$ cat src/rtl/sklansky_subtractor_pipe_if.sv
// Operand/result handshake bundle for the pipelined Sklansky subtractor.
// The master side issues operand pairs and accepts results; the slave side
// is the subtractor itself.
interface sklansky_subtractor_pipe_if #(
    parameter int WIDTH = 8
);
    logic             in_valid;
    logic             in_ready;
    logic [WIDTH-1:0] in_a;
    logic [WIDTH-1:0] in_b;
    logic             out_valid;
    logic             out_ready;
    logic [WIDTH-1:0] out_diff;
    logic             out_borrow;
    logic             out_ovf;
    logic             out_zero;

    modport master (
        output in_valid, in_a, in_b, out_ready,
        input  in_ready, out_valid, out_diff, out_borrow, out_ovf, out_zero
    );

    modport slave (
        input  in_valid, in_a, in_b, out_ready,
        output in_ready, out_valid, out_diff, out_borrow, out_ovf, out_zero
    );
endinterface

$ cat src/rtl/sklansky_subtractor_pipe.sv
// Three-stage pipelined A - B (computed as A + ~B + 1) using a Sklansky
// prefix carry network padded to the next power of two. The lower half of
// the prefix levels sits between S1 and S2, the rest plus the sum and flag
// logic between S2 and S3. Every stage has its own valid bit so bubbles
// collapse under backpressure.
module sklansky_subtractor_pipe #(
    parameter int WIDTH = 8
) (
    input  logic                        clk,
    input  logic                        rst,
    sklansky_subtractor_pipe_if.slave   bus
);
    localparam int LVLS = $clog2(WIDTH);
    localparam int N    = 1 << LVLS;
    localparam int LO   = (LVLS + 1) / 2;

    logic             v1, v2, v3;
    logic             adv1, adv2, adv3;

    logic [N-1:0]     p_pad, g_pad;
    logic [N-1:0]     s1_p, s1_g;
    logic             s1_a_msb, s1_b_msb;

    logic [N-1:0]     s2_p, s2_g;
    logic [WIDTH-1:0] s2_p_bits;
    logic             s2_a_msb, s2_b_msb;

    logic [N-1:0]     final_g, final_p;
    logic [WIDTH-1:0] carry, diff;
    logic             borrow, ovf, zero;

    logic [WIDTH-1:0] out_diff_q;
    logic             out_borrow_q, out_ovf_q, out_zero_q;

    logic             unused_bits;

    // Stage advance chain: a stage moves on when empty or when its successor moves.
    always_comb begin
        adv3 = ~v3 | bus.out_ready;
        adv2 = ~v2 | adv3;
        adv1 = ~v1 | adv2;
    end

    assign bus.in_ready = adv1 & ~rst;

    // Valid bits; reset discards anything in flight.
    always_ff @(posedge clk) begin
        // NOTE: non-blocking assignments so each stage samples its predecessor's pre-edge value.
        if (rst) begin
            v1 <= 1'b0;
            v2 <= 1'b0;
            v3 <= 1'b0;
        end else begin
            if (adv1) v1 <= bus.in_valid;
            if (adv2) v2 <= v1;
            if (adv3) v3 <= v2;
        end
    end

    // Bitwise propagate/generate of A + ~B, carry-in folded into bit 0, padded to N.
    always_comb begin
        // NOTE: every variable gets a full default first so no latch is inferred.
        p_pad = '0;
        g_pad = '0;
        p_pad[WIDTH-1:0] = bus.in_a ^ ~bus.in_b;
        g_pad[WIDTH-1:0] = bus.in_a & ~bus.in_b;
        g_pad[0]         = g_pad[0] | p_pad[0];
    end

    // S1 register: propagate/generate and operand sign bits.
    always_ff @(posedge clk) begin
        // NOTE: datapath registers carry no reset; only valid bits and visible outputs need one.
        if (adv1) begin
            s1_p     <= p_pad;
            s1_g     <= g_pad;
            s1_a_msb <= bus.in_a[WIDTH-1];
            s1_b_msb <= bus.in_b[WIDTH-1];
        end
    end

    // Sklansky levels: at level l, bit i with bit l set absorbs the group
    // ending just below its 2^l-aligned block.
    for (genvar l = 0; l < LVLS; l++) begin : lvl
        logic [N-1:0] g_i, p_i, g_o, p_o;
        if (l == 0) begin : src_s1
            assign g_i = s1_g;
            assign p_i = s1_p;
        end else if (l == LO) begin : src_s2
            assign g_i = s2_g;
            assign p_i = s2_p;
        end else begin : src_prev
            assign g_i = lvl[l-1].g_o;
            assign p_i = lvl[l-1].p_o;
        end
        for (genvar i = 0; i < N; i++) begin : bitn
            if (((i >> l) & 1) == 1) begin : merge
                localparam int J = ((i >> l) << l) - 1;
                assign g_o[i] = g_i[i] | (p_i[i] & g_i[J]);
                assign p_o[i] = p_i[i] & p_i[J];
            end else begin : pass
                assign g_o[i] = g_i[i];
                assign p_o[i] = p_i[i];
            end
        end
    end

    // S2 register: partial prefix result plus the raw propagate bits for the sum.
    always_ff @(posedge clk) begin
        if (adv2) begin
            s2_g      <= lvl[LO-1].g_o;
            s2_p      <= lvl[LO-1].p_o;
            s2_p_bits <= s1_p[WIDTH-1:0];
            s2_a_msb  <= s1_a_msb;
            s2_b_msb  <= s1_b_msb;
        end
    end

    if (LO == LVLS) begin : fin_s2
        assign final_g = s2_g;
        assign final_p = s2_p;
    end else begin : fin_lvl
        assign final_g = lvl[LVLS-1].g_o;
        assign final_p = lvl[LVLS-1].p_o;
    end

    // Upper padding of the tree and the group propagates are not needed past here.
    assign unused_bits = ^{final_g, final_p, s2_p};

    // Sum and flags; c[0] is the carry-in, c[i] the group generate of bits [i-1:0].
    always_comb begin
        carry  = {final_g[WIDTH-2:0], 1'b1};
        diff   = s2_p_bits ^ carry;
        borrow = ~final_g[WIDTH-1];
        ovf    = (s2_a_msb ^ s2_b_msb) & (diff[WIDTH-1] ^ s2_a_msb);
        zero   = ~|diff;
    end

    // S3 register: drives the outputs directly and holds them while stalled.
    always_ff @(posedge clk) begin
        if (rst) begin
            out_diff_q   <= '0;
            out_borrow_q <= 1'b0;
            out_ovf_q    <= 1'b0;
            out_zero_q   <= 1'b0;
        end else if (adv3) begin
            out_diff_q   <= diff;
            out_borrow_q <= borrow;
            out_ovf_q    <= ovf;
            out_zero_q   <= zero;
        end
    end

    assign bus.out_valid  = v3;
    assign bus.out_diff   = out_diff_q;
    assign bus.out_borrow = out_borrow_q;
    assign bus.out_ovf    = out_ovf_q;
    assign bus.out_zero   = out_zero_q;
endmodule
$ cat src/flat_wrapper.sv
// flat-port wrapper written by rule: the top's interface ports become plain ports
module sklansky_subtractor_pipe_flat 
#(
    parameter int WIDTH = 8
)
  (clk, rst, bus_in_valid, bus_in_a, bus_in_b, bus_out_ready, bus_in_ready, bus_out_valid, bus_out_diff, bus_out_borrow, bus_out_ovf, bus_out_zero);
  sklansky_subtractor_pipe_if #(.WIDTH(WIDTH)) bus_i ();
  input  logic clk;
  input  logic rst;
  input wire logic [$bits(bus_i.in_valid)-1:0] bus_in_valid;
  input wire logic [$bits(bus_i.in_a)-1:0] bus_in_a;
  input wire logic [$bits(bus_i.in_b)-1:0] bus_in_b;
  input wire logic [$bits(bus_i.out_ready)-1:0] bus_out_ready;
  output wire logic [$bits(bus_i.in_ready)-1:0] bus_in_ready;
  output wire logic [$bits(bus_i.out_valid)-1:0] bus_out_valid;
  output wire logic [$bits(bus_i.out_diff)-1:0] bus_out_diff;
  output wire logic [$bits(bus_i.out_borrow)-1:0] bus_out_borrow;
  output wire logic [$bits(bus_i.out_ovf)-1:0] bus_out_ovf;
  output wire logic [$bits(bus_i.out_zero)-1:0] bus_out_zero;
  assign bus_i.in_valid = bus_in_valid;
  assign bus_i.in_a = bus_in_a;
  assign bus_i.in_b = bus_in_b;
  assign bus_i.out_ready = bus_out_ready;
  assign bus_in_ready = bus_i.in_ready;
  assign bus_out_valid = bus_i.out_valid;
  assign bus_out_diff = bus_i.out_diff;
  assign bus_out_borrow = bus_i.out_borrow;
  assign bus_out_ovf = bus_i.out_ovf;
  assign bus_out_zero = bus_i.out_zero;
  sklansky_subtractor_pipe #(.WIDTH(WIDTH)) u_core (.clk(clk), .rst(rst), .bus(bus_i));
endmodule
$ cat config.mk
export PLATFORM = sky130hd
export DESIGN_NAME = sklansky_subtractor_pipe_flat
export DESIGN_NICKNAME = d
export VERILOG_FILES = /design/src/rtl/sklansky_subtractor_pipe_if.sv /design/src/rtl/sklansky_subtractor_pipe.sv /design/src/flat_wrapper.sv
export SDC_FILE = /design/constraint.sdc
export NUM_CORES = 1
export LEC_CHECK = 0
export CAP_MARGIN = 10
export CORE_ASPECT_RATIO = 0.8
export CORE_MARGIN = 4
export CORE_UTILIZATION = 50
export CTS_CLUSTER_DIAMETER = 100
export DETAILED_ROUTE_END_ITERATION = 8
export PLACE_DENSITY_LB_ADDON = 0.2
export SYNTH_ARGS = -nofsm -noshare
export SYNTH_HDL_FRONTEND = slang
export SYNTH_SLANG_ARGS = --single-unit
$ cat constraint.sdc
create_clock -name clk -period 1.85 [get_ports clk]
set_input_delay 0.185 -clock clk [delete_from_list [all_inputs] [get_ports clk]]
set_output_delay 0.185 -clock clk [all_outputs]
set_load 0.02 [all_outputs]
After elaboration in Yosys (flattened, before gate mapping). Index checks and enable logic that the tools add are counted.

Bitwise logic cells: 49. Reduce and logical (&&, ||, !) cells: 2.

Operators with widths (count): 1-bit AND (22); 1-bit bitwise OR (16); 8-bit bitwise XOR (2); 8-bit AND (1); 8-bit inverter (1); 8-bit OR reduction (1); 1-bit inverter (5); 1-bit bitwise XOR (2); 1-bit zero test (1).

Input bits: 20. Register bits: 58. Word-level logic and storage cells: 67. Output and inout bits: 13.

Longest topological paths before layout. Gate-level depths: netlist of the first run.

Depth in word-level cells: 5. Mapped depth: 5. Mapped depth without buffers: 5.

Least setup slack after synthesis of the first run. No wires, ideal clock.

Path kind: register to register. Start point: register u_core.v3, in the netlist u_core.bus.out_valid. End point: register u_core.s2_g[0], in the netlist u_core.lvl[2].g_i[0] (enable). Stages on the path, launching flop included: 4. Data required time: 1.448 ns. Library setup time: 0.402 ns. Setup slack: 0.076 ns. Clock period less this slack: 1.774 ns. Data arrival time: 1.371 ns. Path buffers: 1. Cells stage by stage: dfxtp_1 -> nor2b_1 -> clkbuf_1 -> nand2_1.

Longest elaborated chain between the ends: 3.

RTL lines: start, declared (RTL line sklansky_subtractor_pipe.sv:17) `logic v1, v2, v3;`; start signal, assigned (RTL line sklansky_subtractor_pipe.sv:56) `if (adv3) v3 <= v2;`; 1-bit inverter (RTL line sklansky_subtractor_pipe.sv:39) `adv3 = ~v3 | bus.out_ready;`; 1-bit bitwise OR (RTL line sklansky_subtractor_pipe.sv:39); 1-bit bitwise OR (RTL line sklansky_subtractor_pipe.sv:40) `adv2 = ~v2 | adv3;`; via u_core.adv2 (RTL line sklansky_subtractor_pipe.sv:18) `logic adv1, adv2, adv3;`; end signal, assigned (RTL line sklansky_subtractor_pipe.sv:110) `s2_g <= lvl[LO-1].g_o;`; end, declared (RTL line sklansky_subtractor_pipe.sv:24) `logic [N-1:0] s2_p, s2_g;`.

The timed path passes the listed nets, and every way through them passes these cells. A chain may end at the register's enable or synchronous reset.

Final worst setup path of the first run.
Start point: register u_core.v3, in the netlist u_core.bus.out_valid. End point: output port bus_in_ready.

Longest elaborated chain between the ends: 5.

RTL lines: 1-bit inverter (RTL line sklansky_subtractor_pipe.sv:39); 1-bit bitwise OR (RTL line sklansky_subtractor_pipe.sv:39); 1-bit bitwise OR (RTL line sklansky_subtractor_pipe.sv:40); 1-bit bitwise OR (RTL line sklansky_subtractor_pipe.sv:41) `adv1 = ~v1 | adv2;`; 1-bit AND (RTL line sklansky_subtractor_pipe.sv:44) `assign bus.in_ready = adv1 & ~rst;`; end, declared (RTL line flat_wrapper.sv:14) `output wire logic [$bits(bus_i.in_ready)-1:0] bus_in_ready;`.

Every way passes these cells.

==> results of run 1 <==
==> per-layer routing <==
layer | wire length, µm | vias up | share of wire (%)
met5 | 0 | - | 0
met4 | 46 | 0 | 1.5
met3 | 174 | 5 | 5.7
met2 | 1451 | 31 | 48
met1 | 1372 | 513 | 45
li1 | - | 568 | -
==> area by class of cell <==
cell class	instances	area share (%)
Clock buffer	6	2.880
Clock inverter	2	1.539
Inverter	11	1.639
Multi-Input combinational cell	69	18.42
Sequential cell	53	57.60
Tap cell	55	2.731
Timing Repair Buffer	37	15.19
==> stage by stage <==
stage | instance area [µm²] | hold WS [ns] | setup WS (ns)
6_report | 2520 | 0.4328 | 0.1304
5_1_grt | 2520 | 0.4553 | 0.06052
4_1_cts | 2520 | 0.4371 | 0.1076
3_5_place_dp | 2409 | 0.4147 | 0.1529
3_3_place_gp | 2409 | 0.4103 | 0.1812
2_1_floorplan | 1968 | 0.2578 | 0.07619
==> power groups by stage <==
stage               Sequential (mW)  Clock, mW  Combinational [mW]
floorplan                      1.49          0               0.115
global placement               1.46          0               0.273
detailed placement             1.47          0               0.283
CTS                            1.44      0.775               0.283
global route                   1.46      0.828               0.309
finish                         1.44      0.750               0.280
==> sequential cells by signal, summed over array words and instances, names as in the netlist <==
name	count
u_core.bus.out_zero	1
u_core.s1_a_msb	1
u_core.s1_b_msb	1
u_core.v2	1
u_core.v1	1
u_core.s2_p_bits	8
u_core.lvl.g_i	16
u_core.lvl.p_i	11
u_core.bus.out_diff	8
u_core.s2_b_msb	1
u_core.bus.out_borrow	1
u_core.bus.out_ovf	1
u_core.s2_a_msb	1
u_core.bus.out_valid	1
==> path summary, 6_finish.rpt <==
path | from | to | slack [ns] | depth (start not counted)
worst min register to register | u_core.s1_b_msb | u_core.s2_b_msb | 0.43 | 0
worst max register to register | u_core.lvl[2].g_i[3] | u_core.bus.out_zero | 0.45 | 5
worst max-delay path | u_core.bus.out_valid | bus_in_ready | 0.13 | 3
worst min-delay path | u_core.s1_b_msb | u_core.s2_b_msb | 0.43 | 0
==> synthesized netlist by cell type (all sizes together) <==
| cell type | instances | area [µm²] |
|---|---|---|
| clkbuf | 3 | 11.26 |
| dfxtp | 14 | 280.3 |
| xnor2 | 6 | 52.55 |
| and3 | 1 | 6.260 |
| nor2 | 10 | 37.54 |
| ha | 9 | 112.6 |
| inv | 11 | 41.29 |
| a21o | 6 | 45.04 |
| nand2b | 1 | 6.260 |
| a31oi | 2 | 12.51 |
| nor2b | 1 | 6.260 |
| o21ai | 1 | 5.000 |
| or3b | 1 | 8.760 |
| a32o | 1 | 10.01 |
| nor4 | 1 | 6.260 |
| nand2 | 9 | 33.78 |
| and2 | 2 | 12.51 |
| a21oi | 9 | 48.80 |
| a211oi | 5 | 37.54 |
| nand3b | 1 | 7.510 |
| edfxtp | 39 | 1171 |
| nand3 | 3 | 15.01 |
==> cell families after synthesis <==
kind of cell | count (synthesis)
buf+inv | 14
flops | 53
compound gates | 24
xor+xnor | 6
simple gates | 30
fa+ha+maj | 9
==> reports/qor.csv, run 1 <==
metric;value;unit
vias per cell;4.794;
RD Place Congestion;0.7814;
Initial DRC Count;60;
Max Fclk;0.5815;GHz
dpl cells;225;
Largest stage delay, worst path;0.62;ns
Clk pwr share;30.4;%
max-slew violation count;0;
CP endpoint kind;output port;
P&R area growth vs syn;28.04;%
mux contribution to synthesized area;0;%
post_cts resized;0;
first-pass GRT wire length;5.188;mm
cell area after synthesis;0.001968;mm²
Hold Violations, Final;0;
Clock Latency Late Sink;0.30;ns
CP Data Arrival Time;1.53;ns
Post-Synth XOR/XNOR Area;2.670;%
critical path type;reg2out;
worst rel slew slack;79.35;%
CP Buf/Inv Count;1;
M1 GR Usage;17.70;%
Routed wire per std cell;13.07;µm
synthesized net count;165;
post-synthesis sequential area ratio;73.74;%
main combinational cell family by area after synthesis;compound AO/OA/AOI/OAI gates;
RSZ-0062 raised after global routing;false;
Antenna Cells;0;
Longest Clk Path Bufs;2;
sw power;526.0;µW
Netlist cell types;23;
maximum vdd ir drop;0.4887;mV
Setup TNS;0;ns
adder-cell share of the synthesized area;5.722;%
Multi-input gate area;464.2;µm²
internal power;1.946;mW
clk_skew;0.01408;ns
register bit total from synthesis;53;
Ports;33;
Tot Pwr;2.472;mW
highest-count cells in the layout ignoring fill and taps;edfxtp_1, clkdlybuf4s50_1, dfxtp_1, inv_1, nor2_1;
# hold bufs at CTS;0;
PwrDens;980.8;mW/mm²
Synth Instances;136;
Worst path slowest cell;clkdlybuf4s50_1;
die area;0.005010;mm²
Worst Hold Class;reg2reg;
Comb pwr share;11.3;%
Final period util;92.95;%
Avg Inst Size Synth;14.47;µm²
synth warn;0;
Worst-Margin Slew;0.3075;ns
PortBufs;32;
Die Wd;78.15;µm
CTS tree;built;
Clock Sinks;53;
Core Area;0.003804;mm²
remaining routing DRC violations;0;
Sw Share;21.28;%
Leak Pwr;1.027;nW
hpwl dp;2.320;mm
Rows;20;
clock buffer count from CTS;5;
met3 usage;4.366;%
setup bufs post-CTS;0;
outcome;complete, no violations;
min Tclk post-route;1.720;ns
max-cap violations;0;
root buffer cell;clkbuf_8;
via count;1117;
Synth Area in Compound Gates;8.074;%
delay-heaviest family, CP;buffers and inverters;
Flop pwr share;58.3;%
H-Tree Depth;2;
Setup-failing EPs final;0;
critical path, cell by cell;nor2b_1, a31oi_1, clkdlybuf4s50_1;
DRT antenna net count;0;
storage element area;0.001451;mm²
worst-path fanout max;3;
Starting Density;51.74;%
vias in the first global route;1120;
post-synthesis simple-gate area fraction;7.120;%
Worst Setup Start Kind;flip-flop;
Final Util;66.25;%
met2 usage;22.01;%
largest net degree at the start of global routing;22;
Die H;64.12;µm
Clock transition at path regs;0.09;ns
Top Usage Layer GRT;met2;
routed wire length;3.045;mm
fin cells;233;
fraction of final layout cells sized beyond drive strength 1;7.303;%
WP data required;1.66;ns
Nets;206;
grt ovf;0;
Fillers;286;
first drt pass iteration count;4;
leading cell type in the layout, fill and taps excluded;edfxtp_1;
total track usage;13.80;%
initial antenna violation count;0;
Note: power is estimated with default switching activity, not from simulation.
==> run 2: changes to the inputs <==
Settings changed: ABC_CLOCK_PERIOD_IN_PS set to 1850, PLACE_DENSITY_LB_ADDON 0.2 to 0.05.
==> run 2 against run 1 <==
Die area unchanged. Routed wire length down 7.9%. Total power down 1.0%. Non-clock buffer count unchanged. Sequential power about the same. Clock skew down 0.010 ns. Final area down 0.20%. Combinational power about the same. Critical endpoint is now bus_out_zero. Largest cell class unchanged.
==> reports/qor.csv, run 2 (synthesized netlist as in run 1, its figures left out) <==
metric;value;unit;change
Leak Pwr;1.035;nW;was 1.027 nW
Max Fclk;0.6948;GHz;was 0.5815 GHz
Clock Sinks;53;;unchanged
die area;0.005010;mm²;unchanged
Hold Violations, Final;0;;unchanged
R2R depth;5;;unchanged
vias per cell;4.789;;was 4.794
Starting Density;51.74;%;unchanged
# hold bufs at CTS;0;;unchanged
Setup-failing EPs final;0;;unchanged
total track usage;12.70;%;was 13.80%
Die H;64.12;µm;unchanged
DRT antenna net count;0;;unchanged
H-Tree Depth;2;;unchanged
first-pass GRT wire length;4.878;mm;was 5.188 mm
Routed wire per std cell;12.09;µm;was 13.07 µm
worst rel slew slack;78.63;%;was 79.35%
hold path start;u_core.s1_b_msb;;unchanged
highest-count cells in the layout ignoring fill and taps;edfxtp_1, clkdlybuf4s50_1, dfxtp_1, inv_1, nor2_1;;unchanged
RD Place Congestion;0.7797;;was 0.7814
WP data required;1.66;ns;about the same
reg2reg end;u_core.bus.out_zero;;unchanged
RSZ-0062 raised after global routing;false;;unchanged
first drt pass iteration count;4;;unchanged
Final period util;77.80;%;was 92.95%
Longest Clk Path Bufs;2;;unchanged
Clock transition at path regs;0.09;ns;about the same
Nets;206;;unchanged
clk_skew;0.004059;ns;was 0.01408 ns
max-slew violation count;0;;unchanged
initial antenna violation count;0;;unchanged
Worst-Margin Slew;0.3183;ns;was 0.3075 ns
leading cell type in the layout, fill and taps excluded;edfxtp_1;;unchanged
clock buffer count from CTS;5;;unchanged
r2r setup slk;0.48;ns;was 0.45 ns
remaining routing DRC violations;0;;unchanged
PwrDens;972.5;mW/mm²;was 980.8 mW/mm²
Clock Latency Late Sink;0.29;ns;was 0.30 ns
hpwl dp;2.087;mm;was 2.320 mm
Hold Path Stages;0;;unchanged
max reg flops;16;;unchanged
critical path, cell by cell;clkdlybuf4s50_1;;was nor2b_1, a31oi_1, clkdlybuf4s50_1
outcome;complete, no violations;;unchanged
grt ovf;0;;unchanged
fin cells;232;;was 233
critical path type;reg2out;;unchanged
routed wire length;2.805;mm;was 3.045 mm
maximum vdd ir drop;0.7393;mV;was 0.4887 mV
dpl cells;225;;unchanged
Ports;33;;unchanged
Setup TNS;0;ns;unchanged
delay-heaviest family, CP;buffers and inverters;;unchanged
min Tclk post-route;1.439;ns;was 1.720 ns
PortBufs;32;;unchanged
CP Data Arrival Time;1.25;ns;was 1.53 ns
vias in the first global route;1087;;was 1120
max-cap violations;0;;unchanged
Die Wd;78.15;µm;unchanged
CP endpoint kind;output port;;unchanged
Min-Delay Endpoint;u_core.s2_b_msb;;unchanged
worst-path fanout max;2;;was 3
Worst path slowest cell;clkdlybuf4s50_1;;unchanged
via count;1111;;was 1117
Core Area;0.003804;mm²;unchanged
Initial DRC Count;45;;was 60
Antenna Cells;0;;unchanged
Worst Hold Class;reg2reg;;unchanged
CP Buf/Inv Count;1;;unchanged
largest net degree at the start of global routing;22;;unchanged
Tot Pwr;2.446;mW;was 2.472 mW
P&R area growth vs syn;27.78;%;was 28.04%
root buffer cell;clkbuf_8;;unchanged
Reg-to-Reg Start;u_core.lvl[2].g_i[3];;unchanged
fraction of final layout cells sized beyond drive strength 1;7.345;%;was 7.303%
CTS tree;built;;unchanged
Worst Setup Start Kind;flip-flop;;unchanged
Largest stage delay, worst path;0.61;ns;was 0.62 ns
Rows;20;;unchanged
run 2: cell count changes in the layout (fill, tap and decap cells not counted), sizes merged:
cell / change
clkbuf: -1
clkdlybuf4s50: -1
dlymetal6s2s: +1
run 2: metrics by stage:
step / hold WS [ns] / area (µm²) / setup slack, ns / util (%)
after floorplan: 0.2578 / 1968 / 0.07619 / -
after global placement: 0.4064 / 2409 / 0.1661 / 63.32
after detailed placement: 0.4075 / 2409 / 0.1262 / 63.32
after CTS: 0.4283 / 2512 / 0.05528 / 66.05
after global routing: 0.4407 / 2515 / 0.3465 / 66.12
final: 0.4256 / 2515 / 0.4107 / 66.12
run 2: worst max-delay path by stage:
stage	start	to	slack, ns	depth (start not counted)
final	u_core.bus.out_zero	bus_out_zero	0.41	1
after global routing	u_core.bus.out_borrow	bus_out_borrow	0.35	1
after CTS	u_core.bus.out_valid	bus_in_ready	0.06	3
after detailed placement	bus_out_ready	bus_in_ready	0.13	4
after global placement	bus_out_ready	bus_in_ready	0.17	4
after floorplan	u_core.bus.out_valid	u_core.lvl[2].g_i[0]	0.08	3
run 2: repair_timing:
action,4_1_cts,5_1_grt
gates resized for setup,0,1
buffers inserted,0,0
setup endpoints to repair,0,1
run 2: metal layers:
metal	up-vias	share of wire (%)	GRT usage (%)
met2	31	44	20.83
met5	-	0	0
met3	4	5.2	3.803
met1	510	50	16.29
met4	0	0.93	3.930
li1	566	-	-
run 2: cell type report:
type	instances	area, µm²
clock buffers	5	68.82
clock inverters	2	35.03
fillers	289	1289
inverters	11	41.29
multi-input cells	69	464.2
flip-flops and latches	53	1451
well taps	55	68.82
repair buffers	37	385.4
run 2: power breakdown:
part | leakage, nW | total, mW | internal (mW) | switching (mW)
Sequential | 0.540 | 1.44 | 1.39 | 0.0493
Combinational | 0.440 | 0.277 | 0.151 | 0.126
Clock | 0.0540 | 0.732 | 0.393 | 0.339
==> run 3: changes to the inputs <==
Settings changed: ABC_CLOCK_PERIOD_IN_PS 1850 to 1470.
Clock period 1.85 ns to 1.47 ns, I/O delays scaled along.
==> run 3 against run 2 <==
Via count rose by 0.27%. Clock power increased by 11%. Non-clock buffer count up 1. Critical endpoint unchanged. Combinational power increased by 27%. Utilization is 0.30 points lower. Setup slack got worse by 0.36 ns. Critical path depth is the same.
==> reports/qor.csv, run 3 (synthesized netlist as in run 1, its figures left out) <==
metric;value;unit;change
first drt pass iteration count;2;;was 4
routed wire length;3.038;mm;was 2.805 mm
worst hold slack;0.4004;ns;was 0.4256 ns
Initial DRC Count;53;;was 45
Worst Setup Start Kind;flip-flop;;unchanged
root buffer cell;clkbuf_8;;unchanged
Core Area;0.003804;mm²;unchanged
remaining routing DRC violations;0;;unchanged
Final Cell Area;0.002504;mm²;was 0.002515 mm²
critical path, cell by cell;clkdlybuf4s50_1;;unchanged
DRT antenna net count;0;;unchanged
clock buffer count from CTS;5;;unchanged
Clock Latency Late Sink;0.30;ns;was 0.29 ns
P&R area growth vs syn;27.21;%;was 27.78%
Final period util;96.27;%;
total track usage;13.33;%;was 12.70%
Worst Hold Class;in2reg;;was reg2reg
fin cells;234;;was 232
vias per cell;4.761;;was 4.789
Longest Clk Path Bufs;2;;unchanged
outcome;complete, no violations;;unchanged
Clock transition at path regs;0.09;ns;about the same
RD Place Congestion;0.7341;;was 0.7797
highest-count cells in the layout ignoring fill and taps;edfxtp_1, clkdlybuf4s50_1, dfxtp_1, inv_1, nor2_1;;unchanged
fraction of final layout cells sized beyond drive strength 1;9.497;%;was 7.345%
Routed wire per std cell;12.98;µm;was 12.09 µm
Max Fclk;0.7066;GHz;
RSZ-0062 raised after global routing;false;;unchanged
worst-path fanout max;2;;unchanged
Nets;207;;was 206
PwrDens;1190;mW/mm²;was 972.5 mW/mm²
delay-heaviest family, CP;buffers and inverters;;unchanged
initial antenna violation count;0;;unchanged
worst rel slew slack;79.08;%;was 78.63%
leading cell type in the layout, fill and taps excluded;edfxtp_1;;unchanged
# hold bufs at CTS;0;;unchanged
max-slew violation count;0;;unchanged
Rows;20;;unchanged
Post-DP Area;0.002409;mm²;unchanged
Setup-failing EPs final;0;;unchanged
Largest stage delay, worst path;0.61;ns;about the same
min Tclk post-route;1.415;ns;
Setup TNS;0;ns;unchanged
maximum vdd ir drop;0.7529;mV;was 0.7393 mV
Final Util;65.82;%;was 66.12%
Die H;64.12;µm;unchanged
WP data required;1.32;ns;was 1.66 ns
largest net degree at the start of global routing;22;;unchanged
max-cap violations;0;;unchanged
CP endpoint kind;output port;;unchanged
Worst path slowest cell;clkdlybuf4s50_1;;unchanged
CP Data Arrival Time;1.27;ns;was 1.25 ns
die area;0.005010;mm²;unchanged
Worst Setup Slack, final;0.05479;ns;was 0.4107 ns
vias in the first global route;1104;;was 1087
Clock Sinks;53;;unchanged
Starting Density;51.74;%;unchanged
Die Wd;78.15;µm;unchanged
critical path type;reg2out;;unchanged
Hold Violations, Final;0;;unchanged
hpwl dp;2.260;mm;was 2.087 mm
max reg flops;16;;unchanged
CTS tree;built;;unchanged
PortBufs;32;;unchanged
dpl cells;225;;unchanged
clk_skew;0.007410;ns;was 0.004059 ns
CP Buf/Inv Count;1;;unchanged
grt ovf;0;;unchanged
H-Tree Depth;2;;unchanged
Ports;33;;unchanged
via count;1114;;was 1111
first-pass GRT wire length;4.947;mm;was 4.878 mm
Leak Pwr;1.044;nW;was 1.035 nW
Tot Pwr;2.978;mW;was 2.446 mW
Antenna Cells;0;;unchanged
Worst-Margin Slew;0.3116;ns;was 0.3183 ns
pre-CTS WS;-0.1816;ns;was 0.1262 ns
run 3: cell count changes in the layout (fill, tap and decap cells not counted), sizes merged:
cell / change
clkbuf: +1
buf: +1
bufinv: -1
clkinv: +1
clkdlybuf4s50: -1
inv: +1
run 3: where the power goes:
group,switching (mW),leakage [nW],total [mW],internal (mW)
clock,0.474,0.0462,0.813,0.339
sequential,0.0660,0.540,1.81,1.75
combinational,0.159,0.457,0.353,0.194
run 3: path summary, 6_finish.rpt:
| kind | startpoint | endpoint | slack [ns] | cells after the start |
|---|---|---|---|---|
| worst min register to register | u_core.s1_a_msb | u_core.s2_a_msb | 0.44 | 0 |
| worst max-delay path | u_core.bus.out_zero | bus_out_zero | 0.05 | 1 |
| worst min-delay path | bus_in_valid | u_core.v1 | 0.40 | 3 |
| worst max register to register | u_core.lvl[2].g_i[3] | u_core.bus.out_zero | 0.14 | 5 |
run 3: layout make-up:
type	instances	area (µm²)
Fill cell	310	1300
Multi-Input combinational cell	69	476.7
Sequential cell	53	1451
Timing Repair Buffer	38	375.4
Tap cell	55	68.82
Clock inverter	3	21.27
Inverter	11	41.29
Clock buffer	5	68.82
run 3: routing by layer:
| layer | global-route usage (%) | part of all wire (%) | wire length, µm |
|---|---|---|---|
| met5 | 0 | 0 | 0 |
| met4 | 5.895 | 1.1 | 34 |
| met3 | 4.648 | 6.4 | 193 |
| met2 | 22.76 | 46 | 1412 |
| met1 | 15.14 | 46 | 1397 |
run 3: what timing repair did:
item                                    4_1_cts  5_1_grt
cloned                                        0        0
resized for setup                             2        3
pin swaps                                     0        1
setup buffers                                 0        1
endpoints found under the setup margin        1        3
